===== src/rtl/demux_1x8_sched.sv =====
// Registered 1x8 stream scheduler: directed/round-robin steering, enable mask, stall-timeout drop.
// Optional per-channel delivery counters under `DEMUX_SCHED_STATS_EN.
module demux_1x8_sched #(
  parameter int DW      = 8,
  parameter int TIMEOUT = 16
) (
  input  logic          clk,
  input  logic          rst_n,
  input  logic          in_valid,
  output logic          in_ready,
  input  logic [DW-1:0] in_data,
  input  logic [2:0]    in_dest,
  input  logic          rr_mode,
  input  logic [7:0]    chan_en,
  output logic [7:0]    out_valid,
  input  logic [7:0]    out_ready,
  output logic [DW-1:0] out_data,
  output logic [2:0]    sel,
  output logic          drop_pulse,
  output logic [7:0]    drop_cnt,
  input  logic [2:0]    stat_sel,
  output logic [7:0]    stat_cnt
);

  typedef enum logic {IDLE, HOLD} state_t;

  state_t     state, state_nxt;
  logic [2:0] rr_ptr;
  logic [7:0] stall;
  logic [2:0] target;
  logic [2:0] idx;
  logic       deliver, tout, avail, accept, load, discard;
  logic [8:0] drop_sum;

  // Round-robin target: lowest enabled offset from rr_ptr wins (loop runs high to low).
  always_comb begin
    target = in_dest;
    idx    = '0;
    if (rr_mode) begin
      target = rr_ptr;
      for (int i = 7; i >= 0; i--) begin
        idx = rr_ptr + 3'(i);
        if (chan_en[idx]) target = idx;
      end
    end
  end

  assign deliver  = (state == HOLD) && out_ready[sel];
  // The stall count would reach TIMEOUT-1 at the end of this cycle.
  assign tout     = (state == HOLD) && !deliver && (stall == 8'(TIMEOUT - 2));
  assign avail    = rr_mode ? (|chan_en) : 1'b1;
  assign in_ready = ((state == IDLE) || deliver || tout) && avail;
  assign accept   = in_valid && in_ready;
  assign load     = accept && chan_en[target];
  assign discard  = accept && !chan_en[target];
  assign drop_sum = {1'b0, drop_cnt} + 9'(tout) + 9'(discard);

  assign out_valid = (state == HOLD) ? (8'b1 << sel) : 8'b0;

  always_comb begin
    state_nxt = state;
    if (load)                state_nxt = HOLD;
    else if (deliver || tout) state_nxt = IDLE;
  end

  always_ff @(posedge clk or negedge rst_n) begin
    if (!rst_n) begin
      state      <= IDLE;
      sel        <= '0;
      out_data   <= '0;
      rr_ptr     <= '0;
      stall      <= '0;
      drop_pulse <= 1'b0;
      drop_cnt   <= '0;
    end else begin
      state      <= state_nxt;
      drop_pulse <= tout || discard;
      drop_cnt   <= drop_sum[8] ? 8'hFF : drop_sum[7:0];
      if (load) begin
        sel      <= target;
        out_data <= in_data;
      end
      if (accept && rr_mode) rr_ptr <= target + 3'd1;
      if (load || deliver || tout) stall <= '0;
      else if (state == HOLD)      stall <= stall + 8'd1;
    end
  end

`ifdef DEMUX_SCHED_STATS_EN
  logic [7:0] stats [8];

  always_ff @(posedge clk or negedge rst_n) begin
    if (!rst_n) begin
      for (int i = 0; i < 8; i++) stats[i] <= '0;
    end else if (deliver) begin
      stats[sel] <= stats[sel] + 8'd1;
    end
  end

  assign stat_cnt = stats[stat_sel];
`else
  logic unused_stat_sel;
  assign unused_stat_sel = ^stat_sel;
  assign stat_cnt        = '0;
`endif

endmodule


===== config.mk =====
export PLATFORM = sky130hd
export DESIGN_NAME = demux_1x8_sched
export DESIGN_NICKNAME = d
export VERILOG_FILES = /design/src/rtl/demux_1x8_sched.sv
export SDC_FILE = /design/constraint.sdc
export NUM_CORES = 1
export LEC_CHECK = 0
export CAP_MARGIN = 40
export CORE_ASPECT_RATIO = 0.5
export CORE_MARGIN = 10
export CORE_UTILIZATION = 25
export DETAILED_ROUTE_END_ITERATION = 16
export GPL_TIMING_DRIVEN = 0
export PLACE_DENSITY = 0.56
export SLEW_MARGIN = 0
export SYNTH_ARGS = -nofsm -noshare
export SYNTH_HDL_FRONTEND = slang
export SYNTH_SLANG_ARGS = --single-unit

===== constraint.sdc =====
create_clock -name clk -period 6.2 [get_ports clk]
set_clock_uncertainty 0.05 [all_clocks]
set_input_delay 0.62 -clock clk [delete_from_list [all_inputs] [get_ports clk]]
set_output_delay 0.62 -clock clk [all_outputs]
set_load 0.01 [all_outputs]

==> impl_results.md, run 1 <==
* Longest Clk Path Bufs at 2
* FILL cells at 1100
* Crit share post-route at 0.912
* CP max stage delay at 600 ps
* CP top delay family: compound AO/OA/AOI/OAI gates
* Global Route Usage Sum at 0.0993
* Detailed Routing Iterations Pass 1 at 5
* Cell breakdown of the critical path: buf_2 > clkbuf_1 > inv_1 > ha_1 > buf_2 > buf_2 > mux2i_1 > o22ai_1 > a211oi_1 > o21ai_0 > a311oi_1 > o22ai_1 > o32ai_4 > o211ai_1 > fa_1 > inv_1 > ha_1 > and4_1 > nand4_1 > o21ai_0
* Flop-to-flop setup slack at 550 ps
* Post-CTS setup buffer count at 0
* PwrDens at 561 nW/um^2
* Layout Cell Area excl Fill at ~3800 um^2
* P&R area growth vs syn at 32.2%
* Overflow after GRT at 0
* RSZ-0062 raised after global routing: false
* DRT iter0 DRCs at 200
* Io pins at 71
* Area contributors post-synth: dfrtp_1, mux4_2, mux2i_1
* Final min period at between 5000 and 6000 ps
* Global-route wire length before repair at 13400 um
* Crit Path Class: reg -> reg
* Average size of a mapped cell at 9.25 um^2
* Placement Setup Slack at 454 ps
* Row cnt at 27
* Final net count at 420
* Most used DFF post-synth: dfrtp_1
* Seq cells post-synth at 32
* Synth Cell Area at 2870 um^2
* DRC viols at 0
* Root buffer cell: clkbuf_16
* N_diodes at 0
* Relative slew slack at 0.517
* Antenna Nets Post-Route at 0
* Sequential-to-total area share from yosys stat at 0.279
* Reg2reg path depth at 20
* Placed cell area at 3620 um^2
* Share of the synthesized area in the top cell type at 0.279
* Clock Latency Late Sink at 280 ps
* Cells after Synth at 310
* Hold Path Class: in -> async
* Crit Path Max Fanout at 10
* Routed WL at roughly 8200 um
* Die footprint at 16400 um^2
* CP Launch Type: register
* Worst path bufs/invs at 6
* Core Area at 11100 um^2
* H-tree lvl count at 2
* Wire per inst at 15.6 um
* Start of the worst register-to-register path: rr_ptr[1]
* Cell mode on critical path: buf_2
* Via/cell ratio at around 4.9
* Slowest CP cell: a311oi_1
* Clock sinks at 32
* Vias at 2591
* Total CTS buffers at 5
* GP Congestion at 0.821
* Yosys cell types at 69
* Required @ worst endpoint at around 6400 ps
* CTS tree: done
* Max cap viols at 0
* Worst reg2reg path endpoint: drop_cnt[3]
* DIE WIDTH at 171 um
* Register area at 801 um^2
* Syn. warnings at 0
* Slew @ Worst Pin at 725 ps
* Crit. End Element: register
* Worst path arrival time at 5800 ps
* Initial core utilization at 0.258
* Status: finished, final reports clean
* Setup_tns at 0 ps
* Setup-failing EPs final at 0
* Share of flip-flops with an asynchronous set or reset at 1.00
* Port Buffers at 55
* Cts hold-fix bufs at 0
* Die Ht at approximately 96 um
* EDFF count, synth at 0
* Vias in the first global route at about 2600
* Largest net degree at the start of global routing at 33
* Initial antenna violation count at 0
* HPWL Detailed at approximately 6300 um
* Leak at about 1.6 nW
* Final hold vios at 0
* Share of layout cells above drive strength 1 at 0.147
* Final setup margin at 546 ps
* Peak supply drop at 0.186 mV
* Fin. max-slew vios at 0
* Clock-pin slew on the worst setup and hold paths at 50 ps
* Area leader, netlist: dfrtp_1
* Peak Freq at 177 MHz
* Multi-input logic area at 1900 um^2
-- per-stage QoR --
step	hold WS, ps	power (mW)	std cells	util
global placement	421	1.83	517	0.326
detailed placement	432	1.84	517	0.326
global route	419	2.30	525	0.341
floorplan	274	1.42	317	-
finish	350	2.13	525	0.341
CTS	375	2.14	525	0.341
-- state kept, by name, summed over array words and instances (netlist names) --
name        cells
drop_cnt        8
out_data        8
stall           8
rr_ptr          3
sel             3
drop_pulse      1
state           1
-- metal layers --
layer  share of wire  GRT usage
met4           0.013     0.0266
met5               0          0
met2            0.48      0.167
met3           0.045     0.0167
met1            0.46      0.130
-- synthesized netlist by cell type (3+ instances only) --
| library cell | count |
|---|---|
| nand2_1 | 26 |
| xnor2_1 | 7 |
| mux2_1 | 4 |
| mux4_2 | 11 |
| nor3_1 | 5 |
| xor2_1 | 3 |
| and2_1 | 4 |
| o221ai_1 | 4 |
| a31oi_1 | 3 |
| a21boi_0 | 4 |
| o21ai_0 | 9 |
| clkbuf_1 | 8 |
| a211oi_1 | 4 |
| buf_2 | 5 |
| and3_1 | 3 |
| mux2i_1 | 21 |
| ha_1 | 6 |
| nand3_1 | 11 |
| nor2_1 | 32 |
| dfrtp_1 | 32 |
| buf_4 | 8 |
| o22ai_1 | 6 |
| a21o_1 | 3 |
| mux2_2 | 12 |
| inv_1 | 13 |
| a21oi_1 | 9 |
| nand2b_1 | 8 |
-- layout by cell type, fill, tap and decap left out, types with 3 or more instances in the layout --
cell type,n
clkbuf_1,9
a21oi_1,9
inv_1,13
mux4_2,11
dfrtp_1,32
o21ai_0,9
o221ai_1,4
nor3_1,5
and2_1,4
a31oi_1,3
xor2_1,3
mux2_1,4
mux2_2,12
mux2i_1,21
clkbuf_16,5
a21boi_0,4
a211oi_1,3
o22ai_1,6
nand3_1,11
nand2b_1,8
conb_1,8
nand2_1,26
buf_4,8
clkdlybuf4s50_1,54
ha_1,6
nor2_1,32
and3_1,3
buf_2,6
a21o_1,3
xnor2_1,7
-- repair_timing --
| action | 4_1_cts | 5_1_grt |
|---|---|---|
| endpoints found under the setup margin | 0 | 5 |
| hold endpoints to repair | 0 | 0 |
| gates resized for setup | 0 | 1 |
-- power breakdown --
| part | leakage [nW] | switching [mW] | internal (mW) | total, mW |
|---|---|---|---|---|
| Clock | 0.0808 | 0.0900 | 0.189 | 0.279 |
| Sequential | 0.401 | 0.0664 | 0.289 | 0.356 |
| Combinational | 1.08 | 0.798 | 0.692 | 1.49 |
| Total | 1.56 | 0.954 | 1.17 | 2.13 |
-- layout make-up --
type                       instances  share of cell area
tap                              145              0.0479
multi-input combinational        247               0.502
inverter                          14              0.0139
buffer                            24              0.0373
clock inverter                     2             0.00924
clock buffer                       6              0.0340
timing repair buffer              55               0.144
sequential                        32               0.211
-- worst max path at each step --
stage / cells after the start / start / to
after floorplan: 20 / rr_ptr[0] / drop_cnt[3]
after global placement: 19 / rr_ptr[1] / drop_cnt[3]
after detailed placement: 19 / rr_ptr[1] / drop_cnt[3]
after CTS: 19 / rr_ptr[1] / drop_cnt[3]
after global routing: 20 / rr_ptr[1] / drop_cnt[1]
final: 20 / rr_ptr[1] / drop_cnt[3]
-- cells by family after synthesis --
family / share of synthesized area
AO/OA/AOI/OAI: 0.190
XOR/XNOR: 0.0305
adder cells (fa/ha/maj): 0.0332
buffers and inverters: 0.0676
flip-flops: 0.279
multiplexers: 0.228
other: 0.00131
AND/OR/NAND/NOR: 0.171
No activity file was read; power rests on OpenSTA's default activity.
==> run 2: changes to the inputs <==
--- a/config.mk
+++ b/config.mk
@@ -11,7 +11,7 @@
 export CORE_UTILIZATION = 25
 export DETAILED_ROUTE_END_ITERATION = 16
 export GPL_TIMING_DRIVEN = 0
-export PLACE_DENSITY = 0.56
+export PLACE_DENSITY = 0.44
 export SLEW_MARGIN = 0
 export SYNTH_ARGS = -nofsm -noshare
 export SYNTH_HDL_FRONTEND = slang
==> run 2 against run 1 <==
Register-to-register slack lost 60 ps. Critical path depth grew 1. Cell count fell by 0.38%. Sequential share of layout area about the same. Core utilization hardly changed. Critical path type unchanged. Highest routed layer unchanged.
==> impl_results.md, run 2 (synthesis gave the netlist of run 1 again) <==
* Clock sinks at 32
* DRT iter0 DRCs at 133
* Die Ht at 95.7 um
* Crit Path Max Fanout at 10
* Detailed Routing Iterations Pass 1 at 5
* Final net count at roughly 420
* DRC viols at 0
* Slew @ Worst Pin at 740 ps
* Total CTS buffers at 5
* Most common cell after layout, fill and taps aside: clkdlybuf4s50_1
* Clock Latency Late Sink at ~270 ps
* Overflow after GRT at 0
* Fin. max-slew vios at 0
* Io pins at 71
* Most frequent cells in the layout: clkdlybuf4s50_1, nor2_1, dfrtp_1
* GP Congestion at 0.779
* Setup_tns at 0 ps
* Post-CTS setup buffer count at 0
* Clock-pin slew on the worst setup and hold paths at 50 ps
* Setup-failing EPs final at 0
* Register area at about 800 um^2
* Worst path arrival time at a little under 6000 ps
* Layout Cell Area excl Fill at ~3800 um^2
* Flop-to-flop setup slack at 480 ps
* Row cnt at 27
* Peak Freq at between 150 and 200 MHz
* Placed cell area at 3620 um^2
* Final setup margin at 481 ps
* Die footprint at 16400 um^2
* Core Area at 11100 um^2
* Via/cell ratio at 5.04
* Reg2reg path depth at 21
* Crit. End Element: register
* Largest net degree at the start of global routing at 33
* Final hold vios at 0
* Root buffer cell: clkbuf_16
* Placement Setup Slack at 346 ps
* HPWL Detailed at slightly below 7000 um
* Longest Clk Path Bufs at 2
* Antenna Nets Post-Route at 0
* Wire per inst at 16.5 um
* Crit Path Class: reg -> reg
* Worst reg2reg path endpoint: drop_cnt[3]
* Port Buffers at 55
* Required @ worst endpoint at 6340 ps
* P&R area growth vs syn at 32.1%
* Hold Path Class: in -> async
* CP Launch Type: register
* Vias in the first global route at ~2700
* Multi-input logic area at roughly 1900 um^2
* Share of layout cells above drive strength 1 at 0.153
* H-tree lvl count at 2
* DIE WIDTH at 171 um
* Crit share post-route at 0.922
* Max cap viols at 0
* Peak supply drop at 0.158 mV
* Routed WL at 8640 um
* Relative slew slack at 0.507
* PwrDens at about 560 nW/um^2
* FILL cells at ~1200
* Regs by FF count: drop_cnt: 8 flops, out_data: 8 flops, stall: 8 flops
* Global Route Usage Sum at 0.105
* Vias at between 2000 and 3000
* Global-route wire length before repair at about 14000 um
* N_diodes at 0
* Initial core utilization at 0.258
* Leak at 1.56 nW
* CTS tree: done
* Start of the worst register-to-register path: rr_ptr[0]
* Status: finished, final reports clean
* Final Core Density at 0.341
* RSZ-0062 raised after global routing: false
* Final min period at 5720 ps
* Initial antenna violation count at 0
## run 2: changes by cell type in the layout (fill, tap and decap cells not counted), sizes merged
cell	before	now
buf	17	16
bufinv	1	0
clkbuf	14	15
clkinv	1	0
## run 2: worst max-delay path by stage
stage | slack, ps | cells past startpoint | startpoint | to
6_report | 480 | 21 | rr_ptr[0] | drop_cnt[3]
5_1_grt | 10 | 21 | rr_ptr[0] | drop_cnt[3]
4_1_cts | 350 | 19 | rr_ptr[1] | drop_cnt[3]
3_5_place_dp | 350 | 19 | rr_ptr[1] | drop_cnt[3]
2_1_floorplan | 1460 | 20 | rr_ptr[0] | drop_cnt[3]
3_3_place_gp | 370 | 19 | rr_ptr[1] | drop_cnt[3]
## run 2: layout make-up
class,instances,area share
well taps,145,0.0479
plain buffers,23,0.0370
repair buffers,55,0.144
flip-flops and latches,32,0.211
inverters,14,0.0139
clock buffers,7,0.0403
multi-input cells,247,0.506
## run 2: what timing repair did
| action | in CTS | in global routing |
|---|---|---|
| hold endpoints to repair | 0 | 0 |
| hold buffers | 0 | 0 |
| resized for setup | 0 | 4 |
| endpoints found under the setup margin | 0 | 5 |
## run 2: power breakdown
group	switching (mW)	total, mW	internal (mW)
sequential	0.0650	0.355	0.289
combinational	0.822	1.52	0.698
clock	0.0808	0.249	0.168
total	0.968	2.12	1.16
## run 2: metrics by stage
step,instances,hold WS (ps),total power [mW]
final,523,364,2.12
after global routing,523,422,2.30
after CTS,524,396,2.12
after detailed placement,517,433,1.86
after global placement,517,423,1.83
after floorplan,317,274,1.42
## run 2: routing by layer
| layer | wire length, um | part of all wire | track usage | vias to the layer above |
|---|---|---|---|---|
| li1 | - | - | - | 1269 |
| met2 | 4490 | 0.52 | 0.193 | 50 |
| met5 | 0 | 0 | 0 | - |
| met4 | 74 | 0.0086 | 0.0280 | 0 |
| met3 | 255 | 0.030 | 0.0114 | 6 |
| met1 | 3810 | 0.44 | 0.129 | 1310 |
## run 2: critical path, stage by stage (launching register included)
cell	delay [ps]
dfrtp_1	360
buf_6	130
buf_2	240
buf_2	270
inv_1	150
ha_1	300
buf_2	240
clkbuf_4	280
mux2i_1	290
o22ai_1	170
a211oi_1	230
o21ai_0	200
a311o_1	510
and3_1	240
o32ai_4	300
o211ai_1	250
fa_1	470
inv_1	80
ha_1	230
and4_1	280
nand4_1	230
o21ai_0	140
==> run 3: changes to the inputs <==
--- a/config.mk
+++ b/config.mk
@@ -12,7 +12,7 @@
 export DETAILED_ROUTE_END_ITERATION = 16
 export GPL_TIMING_DRIVEN = 0
 export PLACE_DENSITY = 0.44
-export SLEW_MARGIN = 0
+export SLEW_MARGIN = 20
 export SYNTH_ARGS = -nofsm -noshare
 export SYNTH_HDL_FRONTEND = slang
 export SYNTH_SLANG_ARGS = --single-unit
==> run 3 against run 2 <==
Via count rose by 0.23%. Non-clock buffer count rose by 2. Cell count rose by 0.38%. Total power fell by 0.47%. Clock power barely moved. Maximum frequency fell by 2.4%. Flip-flop and latch count did not move. Cell area rose by 0.17%.
==> impl_results.md, run 3 (synthesis gave the netlist of run 1 again) <==
* HPWL Detailed at 6860 um
* Hold slack at about 160 ps
* DRT iter0 DRCs at 153
* Peak supply drop at 0.156 mV
* Crit Path Class: reg -> reg
* Regs by FF count: drop_cnt: 8 flops, out_data: 8 flops, stall: 8 flops
* P&R area growth vs syn at 32.3%
* Finished Layout Cells at 525
* RSZ-0062 raised after global routing: false
* Vias in the first global route at 2654
* Port Buffers at 55
* Detailed Routing Iterations Pass 1 at 4
* Max cap viols at 0
* Setup_tns at 0 ps
* Peak Freq at 171 MHz
* Tot Pwr at 2.11 mW
* Final hold vios at 0
* Largest net degree at the start of global routing at 24
* Status: finished, final reports clean
* Vias at between 2000 and 3000
* Core Area at about 11000 um^2
* Clock-pin slew on the worst setup and hold paths at 50 ps
* Most frequent cells in the layout: clkdlybuf4s50_1, nor2_1, dfrtp_1
* Flop-to-flop setup slack at approximately 340 ps
* Relative slew slack at 0.537
* Most common cell after layout, fill and taps aside: clkdlybuf4s50_1
* Slew @ Worst Pin at 689 ps
* Clock sinks at 32
* Global Route Usage Sum at 0.104
* Routed WL at roughly 9000 um
* Hold Path Class: in -> async
* CTS tree: done
* Required @ worst endpoint at 6340 ps
* Worst reg2reg path endpoint: drop_cnt[3]
* Die Ht at between 90 and 100 um
* Post-CTS setup buffer count at 0
* Antenna Nets Post-Route at 0
* CP Launch Type: register
* Crit. End Element: register
* N_diodes at 0
* Post-CTS sizing at 0
* Die footprint at 16400 um^2
* Total CTS buffers at 5
* Worst path arrival time at around 6000 ps
* Leak at approximately 1.6 nW
* Global-route wire length before repair at 14000 um
* Setup-failing EPs final at 0
* Wire per inst at 16.6 um
* Layout Cell Area excl Fill at about 3800 um^2
* Root buffer cell: clkbuf_16
* DIE WIDTH at 171 um
* GP Congestion at 0.779
* Clock Latency Late Sink at roughly 270 ps
* H-tree lvl count at 2
* Reg2reg path depth at 21
* Placement Setup Slack at roughly 340 ps
* Final setup margin at 341 ps
* PwrDens at 557 nW/um^2
* Via/cell ratio at 5.03
* Initial antenna violation count at 0
* Crit Path Max Fanout at 10
* Final net count at 421
* Start of the worst register-to-register path: rr_ptr[0]
* Share of layout cells above drive strength 1 at 0.150
* DRC viols at 0
* Final Core Density at 0.341
* Placed cell area at approximately 3600 um^2
* Overflow after GRT at 0
* Cts hold-fix bufs at 0
* Fin. max-slew vios at 0
* Initial core utilization at 0.258
* Longest Clk Path Bufs at 2
* Crit share post-route at 0.945
* Final min period at 5860 ps
* Io pins at 71
* Row cnt at 27
* Placed Cells at 518
## run 3: changes by cell type in the layout (fill, tap and decap cells not counted), sizes merged
cell / change
clkbuf: -1
buf: +3
## run 3: worst max path at each step
stage,from,to,slack (ps),depth (start not counted)
finish,rr_ptr[0],drop_cnt[3],340,21
global route,rr_ptr[0],drop_cnt[3],10,22
CTS,rr_ptr[1],drop_cnt[3],300,19
detailed placement,rr_ptr[1],drop_cnt[3],340,19
global placement,rr_ptr[1],drop_cnt[3],370,19
floorplan,rr_ptr[0],drop_cnt[3],1460,20
## run 3: routing by layer
metal | global-route usage | up-vias | wire length, um
met3 | 0.0110 | 6 | 340
met4 | 0.0309 | 0 | 89
met1 | 0.127 | 1303 | 3810
li1 | - | 1269 | -
met2 | 0.192 | 63 | 4500
met5 | 0 | - | 0
## run 3: worst max-delay path, stage by stage, from the launching register on
cell	delay [ps]
dfrtp_1	360
buf_6	130
buf_2	230
buf_2	250
inv_1	150
ha_1	300
buf_2	230
buf_2	310
mux2i_1	300
o22ai_1	190
a211oi_1	260
o21ai_0	190
a311oi_1	650
o22ai_1	270
o32ai_4	220
o211ai_1	240
fa_1	470
inv_1	70
ha_1	220
and4_1	280
nand4_1	250
o21ai_0	150
## run 3: area by class of cell
class	instances	area, um^2
flip-flops and latches	32	801
repair buffers	57	571
well taps	145	181
fillers	1123	7320
clock buffers	7	153
plain buffers	23	138
multi-input cells	247	1900
inverters	14	52.6
## run 3: report_power, final
part,leakage (nW),switching [mW],internal [mW]
clock network,0.0760,0.0824,0.168
logic,1.09,0.814,0.694
registers,0.401,0.0649,0.290
